<file path="config.mk">
export PLATFORM = sky130hd
export DESIGN_NAME = fir_controller
export DESIGN_NICKNAME = d
export VERILOG_FILES = /design/src/rtl/fir_controller.sv
export SDC_FILE = /design/constraint.sdc
export NUM_CORES = 1
export LEC_CHECK = 0
export ABC_AREA = 1
export CORE_MARGIN = 3
export CORE_UTILIZATION = 50
export CTS_BUF_LIST = sky130_fd_sc_hd__clkbuf_4 sky130_fd_sc_hd__clkbuf_8 sky130_fd_sc_hd__clkbuf_16
export DETAILED_ROUTE_END_ITERATION = 8
export HOLD_SLACK_MARGIN = 0.12
export PLACE_DENSITY = 0.77
export SLEW_MARGIN = 10
export SYNTH_ARGS = -nofsm -noshare
export SYNTH_HDL_FRONTEND = slang
export SYNTH_SLANG_ARGS = --single-unit
</file>
<file path="constraint.sdc">
create_clock -name clk -period 4.5 [get_ports clk]
set_input_delay 0.45 -clock clk [delete_from_list [all_inputs] [get_ports clk]]
set_output_delay 0.45 -clock clk [all_outputs]
set_load 0.05 [all_outputs]
</file>
<file path="src/rtl/fir_controller.sv">
// Control FSM for the 4-tap FIR datapath: coefficient loading, per-sample
// multiply-accumulate sequencing, sample-counter handshake and batch event.
module fir_controller (
  input  logic       clk,
  input  logic       n_rst,
  input  logic       dr,
  input  logic       lc,
  input  logic       overflow,
  input  logic       one_k_samples,
  output logic       cnt_up,
  output logic       clear,
  output logic       modwait,
  output logic       err,
  output logic       batch_done,
  output logic [2:0] op,
  output logic [3:0] src1,
  output logic [3:0] src2,
  output logic [3:0] dest
);

  localparam int unsigned OP_W  = 3;
  localparam int unsigned REG_W = 4;

  localparam logic [OP_W-1:0] OP_NOP   = OP_W'(0);
  localparam logic [OP_W-1:0] OP_COPY  = OP_W'(1);
  localparam logic [OP_W-1:0] OP_LOAD1 = OP_W'(2);
  localparam logic [OP_W-1:0] OP_LOAD2 = OP_W'(3);
  localparam logic [OP_W-1:0] OP_ADD   = OP_W'(4);
  localparam logic [OP_W-1:0] OP_SUB   = OP_W'(5);
  localparam logic [OP_W-1:0] OP_MUL   = OP_W'(6);

  typedef enum logic [4:0] {
    IDLE, STORE, ZERO, SORT1, SORT2, SORT3, SORT4,
    MUL1, ADD1, MUL2, SUB1, MUL3, ADD2, MUL4, SUB2,
    LC0, WAIT1, LC1, WAIT2, LC2, WAIT3, LC3, EIDLE
  } state_t;

  state_t state, nxt_state;

  logic [OP_W-1:0]  nxt_op;
  logic [REG_W-1:0] nxt_src1, nxt_src2, nxt_dest;
  logic             nxt_clear, nxt_modwait, nxt_err;
  logic             prev_one_k;

  // State register
  always_ff @(posedge clk or negedge n_rst) begin
    if (!n_rst) state <= IDLE;
    else        state <= nxt_state;
  end

  // Next-state logic
  always_comb begin
    nxt_state = state;
    case (state)
      IDLE, EIDLE: begin
        if (dr)      nxt_state = STORE;
        else if (lc) nxt_state = LC0;
      end
      STORE: nxt_state = dr ? ZERO : EIDLE;
      ZERO:  nxt_state = SORT1;
      SORT1: nxt_state = SORT2;
      SORT2: nxt_state = SORT3;
      SORT3: nxt_state = SORT4;
      SORT4: nxt_state = MUL1;
      MUL1:  nxt_state = ADD1;
      ADD1:  nxt_state = overflow ? EIDLE : MUL2;
      MUL2:  nxt_state = SUB1;
      SUB1:  nxt_state = overflow ? EIDLE : MUL3;
      MUL3:  nxt_state = ADD2;
      ADD2:  nxt_state = overflow ? EIDLE : MUL4;
      MUL4:  nxt_state = SUB2;
      SUB2:  nxt_state = overflow ? EIDLE : IDLE;
      LC0:   nxt_state = WAIT1;
      WAIT1: if (lc) nxt_state = LC1;
      LC1:   nxt_state = WAIT2;
      WAIT2: if (lc) nxt_state = LC2;
      LC2:   nxt_state = WAIT3;
      WAIT3: if (lc) nxt_state = LC3;
      LC3:   nxt_state = IDLE;
      default: nxt_state = IDLE;
    endcase
  end

  // Output decode of the upcoming state, so registered outputs line up with it
  always_comb begin
    nxt_op      = OP_NOP;
    nxt_src1    = '0;
    nxt_src2    = '0;
    nxt_dest    = '0;
    nxt_clear   = 1'b0;
    nxt_modwait = 1'b1;
    nxt_err     = 1'b0;
    case (nxt_state)
      IDLE, WAIT1, WAIT2, WAIT3: nxt_modwait = 1'b0;
      EIDLE: begin
        nxt_modwait = 1'b0;
        nxt_err     = 1'b1;
      end
      STORE: begin
        nxt_op   = OP_LOAD1;
        nxt_dest = REG_W'(5);
      end
      ZERO: nxt_op = OP_SUB;
      SORT1: begin
        nxt_op   = OP_COPY;
        nxt_src1 = REG_W'(2);
        nxt_dest = REG_W'(1);
      end
      SORT2: begin
        nxt_op   = OP_COPY;
        nxt_src1 = REG_W'(3);
        nxt_dest = REG_W'(2);
      end
      SORT3: begin
        nxt_op   = OP_COPY;
        nxt_src1 = REG_W'(4);
        nxt_dest = REG_W'(3);
      end
      SORT4: begin
        nxt_op   = OP_COPY;
        nxt_src1 = REG_W'(5);
        nxt_dest = REG_W'(4);
      end
      MUL1: begin
        nxt_op   = OP_MUL;
        nxt_src1 = REG_W'(1);
        nxt_src2 = REG_W'(6);
        nxt_dest = REG_W'(10);
      end
      MUL2: begin
        nxt_op   = OP_MUL;
        nxt_src1 = REG_W'(2);
        nxt_src2 = REG_W'(7);
        nxt_dest = REG_W'(10);
      end
      MUL3: begin
        nxt_op   = OP_MUL;
        nxt_src1 = REG_W'(3);
        nxt_src2 = REG_W'(8);
        nxt_dest = REG_W'(10);
      end
      MUL4: begin
        nxt_op   = OP_MUL;
        nxt_src1 = REG_W'(4);
        nxt_src2 = REG_W'(9);
        nxt_dest = REG_W'(10);
      end
      ADD1, ADD2: begin
        nxt_op   = OP_ADD;
        nxt_src2 = REG_W'(10);
      end
      SUB1, SUB2: begin
        nxt_op   = OP_SUB;
        nxt_src2 = REG_W'(10);
      end
      LC0: begin
        nxt_op    = OP_LOAD2;
        nxt_dest  = REG_W'(6);
        nxt_clear = 1'b1;
      end
      LC1: begin
        nxt_op   = OP_LOAD2;
        nxt_dest = REG_W'(7);
      end
      LC2: begin
        nxt_op   = OP_LOAD2;
        nxt_dest = REG_W'(8);
      end
      LC3: begin
        nxt_op   = OP_LOAD2;
        nxt_dest = REG_W'(9);
      end
      default: nxt_modwait = 1'b0;
    endcase
  end

  // Registered outputs and batch edge detect
  always_ff @(posedge clk or negedge n_rst) begin
    if (!n_rst) begin
      op         <= OP_NOP;
      src1       <= '0;
      src2       <= '0;
      dest       <= '0;
      clear      <= 1'b0;
      modwait    <= 1'b0;
      err        <= 1'b0;
      prev_one_k <= 1'b0;
      batch_done <= 1'b0;
    end else begin
      op         <= nxt_op;
      src1       <= nxt_src1;
      src2       <= nxt_src2;
      dest       <= nxt_dest;
      clear      <= nxt_clear;
      modwait    <= nxt_modwait;
      err        <= nxt_err;
      prev_one_k <= one_k_samples;
      batch_done <= one_k_samples & ~prev_one_k;
    end
  end

  // Count only samples that finish the last accumulate without overflow
  assign cnt_up = (state == SUB2) && !overflow;

endmodule
</file>
### Yosys cells after proc, flatten, opt, wreduce, memory -nomap -nowiden

Index checks and enable logic that the tools add are counted.
Widths: inputs -> output; s select.

* $lt $le $gt $ge: 0
* multiplexer cells: 18
* divide/modulo/power cells: 0
* reductions and logical operators: 14
* shift operators: 0
* eq/ne operators: 40
* $mul: 0
* bitwise operators: 2
* $add $sub $neg: 0

Operators by type and width (number)
* $pmux 5 s21: 1
* $eq 5x4->1 const B: 16
* $eq 5x5->1 const B: 10
* $mux 5: 10
* $eq 5x3->1 const B: 8
* $pmux 4 s10: 1
* $eq 5x2->1 const B: 4
* $pmux 4 s5: 1
* $pmux 3 s6: 1
* $reduce_or 18->1: 1
* $reduce_or 4->1: 4
* $pmux 3 s5: 1
* $eq 5x1->1 const B: 2
* $reduce_or 2->1: 5
* $logic_not 5->1: 1
* $mux 1: 3
* $reduce_or 3->1: 1
* $and 1x1->1: 1
* $logic_and 1x1->1: 1
* $logic_not 1->1: 1
* $not 1->1: 1

* logic and storage cells: 84
* bits in writable memories: 0
* register bits after elaboration: 25
* output and inout bits: 20
* latch bits: 0
* memory bits (read-only): 0
* input port bits: 6
* memories kept: 0

### Logic depth before layout (Yosys ltp)

Gate-level depths: netlist of the first run.

* depth in word-level cells: 6
* gate-level depth with buffers: 13
* gate-level depth less buffers: 11

### Worst setup path before layout of the first run

No wires, ideal clock.

* kind: register to output
* start point: register state[0]
* end point: output cnt_up
* path buffers: 1
* data required time: 4.050 ns
* stages on the path, launching flop included: 5
* data arrival time: 1.774 ns
* path slack: 2.276 ns
* path through: dfrtp_1 > buf_4 > inv_1 > nand3_1 > nor3_1

* longest elaborated chain between the ends: 2

Ends and longest elaborated chain
* from (decl): RTL line 38 `state_t state, nxt_state;`
* from (signal assigned): RTL line 48 `else state <= nxt_state;`
* $eq 5x4->1: RTL line 203 `assign cnt_up = (state == SUB2) && !overflow;`
* $logic_and 1x1->1: RTL line 203
* to (decl): RTL line 10 `output logic cnt_up,`

No other way between the ends.

### Worst setup path in the final report of the first run

* start point: register state[4]
* end point: output cnt_up

Same word-level chain as after synthesis.

==> summary.txt, run 1 <==
STA
  – Final Max Tran Viols: 0
  – RSZ-0062 raised after global routing: no
  – Final setup fails: 0
  – Slew @ Worst Pin: 1.03 ns
  – Final TNS setup: 0 ns
  – Min Hold Slack: 0.408 ns
  – Fmax: 378 MHz
  – Final min period: 2.64 ns
  – Fin crit share: 0.587
  – Final hold violation count: 0
  – Slew headroom: 0.311
  – Final setup skew: 0.00583 ns

Worst setup path
  – CP Launch Type: register
  – Crit path kind: reg -> out
  – Reg-to-reg setup timing slack: 2.48 ns
  – CP max stage cell: clkdlybuf4s50_1
  – WP depth: 4
  – Max incr delay on CP: 0.82 ns
  – Crit-path leading delay family: buffers and inverters
  – Worst-path cell chain: inv_4 > nand3_1 > nor3_1 > clkdlybuf4s50_1
  – Critical path arrival: 2.19 ns
  – Bufs and invs on worst path: 2
  – CP required: 4.05 ns
  – Crit path max fanout: 13
  – Reg2reg path depth: 9
  – CP Capture Type: output port

Logic synthesis
  – Area leader, netlist: dfrtp_1
  – Post-synth EDFFs: 0
  – Syn_nets: 199
  – Avg Cell Area, Syn: 7.32 um^2
  – Number of cells produced by synthesis: 193
  – Top-area cell type share of the netlist area: 0.425
  – Prevailing post-synth register cell: dfrtp_1
  – Yosys reg bits: 24
  – Sequential area share after synthesis: 0.425
  – Synth async-reset ratio: 1.00
  – Yosys cell types: 27
  – Ys Warns: 0
  – Top cells by area, synth: dfrtp_1 (43%), nand3_1 (11%), nand2_1 (11%)
  – Mapped Area: 1410 um^2

Final layout
  – P&R area growth vs syn: 20.5%
  – Reg area: 601 um^2
  – Commonest non-fill, non-tap cells in the layout: nand2_1 (41), nand3_1 (32), nor2_1 (30)
  – Layout cells sized above 1: 0.0972
  – Final net count: 223
  – Final cell count without fillers: 246
  – Ant diodes: 0
  – Leading cell type in the layout, fill and taps excluded: nand2_1
  – FILL cells: 218
  – Area of the multi-input gates: 659 um^2

Clock tree
  – Clock Sinks: 24
  – Root Driver: clkbuf_4
  – CTS tree: done
  – # Post-CTS Setup Buffers: 0
  – Resize count post-CTS: 0
  – H-tree levels: 1
  – Clock latency at the later pin of the worst-skew pair: 0.32 ns
  – Clock Path Buffers: 2
  – Num CTS Buffers: 3
  – Worst-path clk slew: 0.13 ns
  – Hold Buf Count CTS: 0

Floorplan
  – Die height: 59.2 um
  – Row cnt: 18
  – Core ar.: 2590 um^2
  – Initial core utilization: 0.545
  – Num ports: 26
  – DIE AREA: 3500 um^2
  – Horiz. Die Dim: 59.2 um

Global route
  – Remaining Overflow, GRT: 0
  – Global-route wire length before repair: 5760 um
  – Pin count of the biggest net entering global routing: 25
  – Initial antenna violation count: 0
  – Vias in the first global route: 1283
  – Gr usage total: 0.218

Route
  – TritonRoute pass-1 iters: 4
  – Initial DRC count: 84
  – Avg WL per Cell: 13.9 um
  – Antenna-violating nets left: 0
  – Vias/cell: 5.55
  – Vias: 1366
  – # DRC: 0
  – Drt total wl: 3430 um

Min path
  – Hold Crit Depth: 1
  – Worst min path class: reg -> reg

Power
  – Leak pwr: 0.925 nW
  – Pwr Density: 812 nW/um^2
  – Max VDD drop: 0.000656 V

Run status
  – Status: finished clean

Placed design
  – IO buf count: 24
  – Dpl hpwl: 2740 um
  – RD Place Congestion: 0.867
  – Placed insts: 242

Job
  – Max cap viols: 0
-- worst register-to-register path: stages (launching register included) --
cell	delay [ns]
dfrtp_1	0.47
inv_1	0.09
nor2_1	0.38
nand3_1	0.22
nand2_1	0.17
nand2_1	0.13
nand4_2	0.17
nor2_1	0.09
nand3_2	0.11
nand3_1	0.09
-- logic make-up after synthesis --
family | share of synthesized area
and+or+nand+nor | 0.432
buffers and inverters | 0.108
DFF | 0.425
AOI/OAI and AO/OA | 0.0319
other | 0.00265
-- path summary, 6_finish.rpt --
kind	startpoint	to
worst max-delay path	state[4]	cnt_up
worst min-delay path	prev_one_k	batch_done
worst max register to register	state[2]	modwait
worst min register to register	prev_one_k	batch_done
max in group asynchronous	n_rst	state[2]
min in group asynchronous	n_rst	src1[1]
-- metrics by stage --
step / utilization / power [mW] / worst slack (ns) / cell area [um^2]
floorplan: - / 1.01 / 2.28 / 1410
global placement: 0.637 / 1.21 / 2.03 / 1650
detailed placement: 0.637 / 1.22 / 2.00 / 1650
CTS: 0.657 / 1.38 / 1.85 / 1700
global route: 0.657 / 1.48 / 1.73 / 1700
finish: 0.657 / 1.38 / 1.86 / 1700
-- synthesized netlist by cell type, types with 3 or more instances --
cell,number
nor2_1,30
o21ai_0,3
a21oi_1,3
nand3_1,32
nand2_2,4
nand4_1,3
inv_1,26
nor3_1,3
nand2_1,41
dfrtp_1,24
-- layer usage --
metal	wire length (um)	up-vias	GRT usage
li1	-	657	-
met1	1410	637	0.285
met2	1690	68	0.356
met3	302	4	0.0545
met4	31	0	0.0647
met5	0	-	0
-- registers in the layout, indices dropped and copies added (netlist names), 3 cells and up --
| register | cells |
|---|---|
| src1 | 3 |
| src2 | 4 |
| op | 3 |
| state | 5 |
| dest | 4 |
-- report_power, final --
part / total (mW) / switching [mW] / internal, mW
Combinational: 0.874 / 0.604 / 0.270
Sequential: 0.354 / 0.0593 / 0.295
Clock: 0.154 / 0.0642 / 0.0901
Total: 1.38 / 0.727 / 0.655
-- cell type report --
cell class,count,area share
Tap cell,30,0.0221
Multi-Input combinational cell,135,0.388
Inverter,29,0.0654
Sequential cell,24,0.353
Clock buffer,3,0.0132
Clock inverter,1,0.0176
Timing Repair Buffer,24,0.141
Note: power is estimated with default switching activity, not from simulation.
==> inputs of run 2 (changes only) <==
- CORE_UTILIZATION: 50 -> 46
- PLACE_DENSITY: 0.77 -> 0.74
- clock period: 4.5 -> 2.1 ns (I/O delays scaled with it)
==> run 2 against run 1 <==
Against the previous run:
- hold slack worse by 0.18 ns
- largest power group unchanged
- critical path type is now reg -> reg
- first-iteration DRC count down 11%
- combinational power up 130%
==> summary.txt, run 2 (synthesis gave the netlist of run 1 again) <==
STA
  – Fmax: 549 MHz
  – Final Max Tran Viols: 0 (unchanged)
  – Final setup skew: 0.00648 ns (+0.000646 ns)
  – Slew @ Worst Pin: 0.529 ns (-0.501 ns)
  – Final setup margin: 0.280 ns (-1.58 ns)
  – Final setup fails: 0 (unchanged)
  – Final min period: 1.82 ns
  – Fin crit share: 0.867
  – Final TNS setup: 0 ns (unchanged)
  – RSZ-0062 raised after global routing: no
  – Final hold violation count: 0 (unchanged)
  – Slew headroom: 0.646 (+0.335)
  – Min Hold Slack: 0.227 ns (-0.181 ns)

Clock tree
  – Num CTS Buffers: 3 (unchanged)
  – Clock latency at the later pin of the worst-skew pair: 0.31 ns (about the same)
  – Worst-path clk slew: 0.13 ns (about the same)
  – Root Driver: clkbuf_4
  – Clock Path Buffers: 2 (unchanged)
  – Clock Sinks: 24 (unchanged)
  – CTS tree: done
  – H-tree levels: 1 (unchanged)

Worst setup path
  – Reg-to-reg setup timing slack: 0.28 ns (-2.20 ns)
  – Crit path max fanout: 9 (-4)
  – Bufs and invs on worst path: 0 (-2)
  – Reg2reg path depth: 10 (+1)
  – CP Launch Type: register
  – CP Capture Type: register
  – Worst-path cell chain: nor2_4 > nand2_2 > nor2_1 > nor2_2 > nand2_1 > nor2_1 > nand3_2 > nor2_1 > nand3_1 > nand3_1
  – Critical path arrival: 2.03 ns (-0.16 ns)
  – Crit-path leading delay family: simple AND/OR/NAND/NOR gates
  – Most used cell, CP: nor2_1
  – Critical R2R Launch: state[1]
  – Max incr delay on CP: 0.49 ns (-0.33 ns)
  – CP required: 2.31 ns (-1.74 ns)
  – CP max stage cell: dfrtp_1
  – Crit path kind: reg -> reg
  – FF-to-FF End: modwait

Power
  – Leak pwr: 0.957 nW (+3.4%)
  – Max VDD drop: 0.000967 V (+48%)
  – Pwr Density: 1730 nW/um^2 (+110%)
  – Pwr Total: 3.04 mW (+120%)

Placed design
  – Dpl hpwl: 2640 um (-3.5%)
  – Pre-CTS setup slack: 0.154 ns (-1.85 ns)
  – Placed insts: 249 (+2.9%)
  – RD Place Congestion: 1.02 (+18%)
  – IO buf count: 24 (unchanged)

Floorplan
  – DIE AREA: 3770 um^2 (+7.8%)
  – Initial core utilization: 0.499 (-0.0461)
  – Num ports: 26 (unchanged)
  – Core ar.: 2830 um^2 (+9.2%)
  – Die height: 61.4 um (+3.8%)
  – Row cnt: 19 (+1)
  – Horiz. Die Dim: 61.4 um (+3.8%)

Final layout
  – Top Registers: state: 5 flops, dest: 4 flops, src2: 4 flops
  – Ant diodes: 0 (unchanged)
  – Max reg flops: 5 (unchanged)
  – Layout cells sized above 1: 0.131 (+0.0334)
  – Register with the most flip-flops: state
  – Final cell count without fillers: 253 (+2.8%)
  – P&R area growth vs syn: 24.5%
  – Final net count: 229 (+2.7%)
  – Commonest non-fill, non-tap cells in the layout: nand2_1 (41), nand3_1 (32), nor2_1 (30)
  – Leading cell type in the layout, fill and taps excluded: nand2_1

Route
  – Vias/cell: 5.30 (-4.5%)
  – Vias: 1341 (-1.8%)
  – Avg WL per Cell: 13.2 um (-5.4%)
  – TritonRoute pass-1 iters: 4 (unchanged)
  – # DRC: 0 (unchanged)
  – Initial DRC count: 75 (-11%)
  – Antenna-violating nets left: 0 (unchanged)
  – Drt total wl: 3330 um (-2.7%)

Global route
  – Pin count of the biggest net entering global routing: 25 (unchanged)
  – Vias in the first global route: 1184 (-7.7%)
  – Initial antenna violation count: 0 (unchanged)
  – Gr usage total: 0.196 (-0.0215)
  – Remaining Overflow, GRT: 0 (unchanged)
  – Global-route wire length before repair: 5490 um (-4.7%)

Run status
  – Status: finished clean

Min path
  – Worst min path class: in -> async

Job
  – Max cap viols: 0 (unchanged)
## run 2: changes by cell type in the layout (fill, tap and decap cells not counted)
cell / previous run / this run
buf_12: 0 / 1
dfrtp_1: 24 / 23
clkdlybuf4s50_1: 24 / 23
buf_4: 0 / 6
dfrtp_2: 0 / 1
## run 2: how the worst max path moves through the flow
stage | startpoint | to | slack, ns | cells after the start
after detailed placement | overflow | modwait | 0.15 | 10
after global placement | overflow | dest[0] | 0.19 | 10
after floorplan | state[0] | cnt_up | 0.12 | 4
after global routing | state[1] | modwait | 0.07 | 10
final | state[1] | modwait | 0.28 | 10
after CTS | state[0] | modwait | 0.21 | 10
## run 2: repair_timing
item                                    4_1_cts  5_1_grt
endpoints found under the setup margin        0        3
gates resized for setup                       0        1
hold buffers                                  0        0
endpoints found under the hold margin         0        0
buffers inserted                              0        0
## run 2: area by class of cell
type                            instances  area [um^2]
Clock buffer                            3         22.5
Fill cell                             244         1070
Multi-Input combinational cell        135          659
Sequential cell                        24          602
Timing Repair Buffer                   30          295
Clock inverter                          1         30.0
Inverter                               29          111
Tap cell                               31         38.8
## run 2: power breakdown
| part | leakage (nW) | internal [mW] | switching [mW] |
|---|---|---|---|
| clock network | 0.0279 | 0.193 | 0.134 |
| registers | 0.309 | 0.635 | 0.110 |
| logic | 0.620 | 0.633 | 1.33 |
## run 2: worst register-to-register path, cell delays in order, from the launching register on
cell     delay [ns]
dfrtp_1        0.49
nor2_4         0.27
nand2_2        0.11
nor2_1         0.24
nor2_2         0.10
nand2_1        0.08
nor2_1         0.05
nand3_2        0.10
nor2_1         0.08
nand3_1        0.11
nand3_1        0.08
## run 2: through the flow
| stage | cell area (um^2) | util |
|---|---|---|
| CTS | 1760 | 0.621 |
| finish | 1760 | 0.622 |
| global placement | 1710 | 0.603 |
| global route | 1760 | 0.622 |
| detailed placement | 1710 | 0.603 |
| floorplan | 1410 | - |
## run 2: layer usage
metal / wire length [um] / track usage / up-vias
met5: 0 / 0 / -
met4: 82 / 0.0455 / 0
met3: 295 / 0.0482 / 8
met2: 1540 / 0.316 / 65
met1: 1420 / 0.269 / 599
li1: - / - / 669
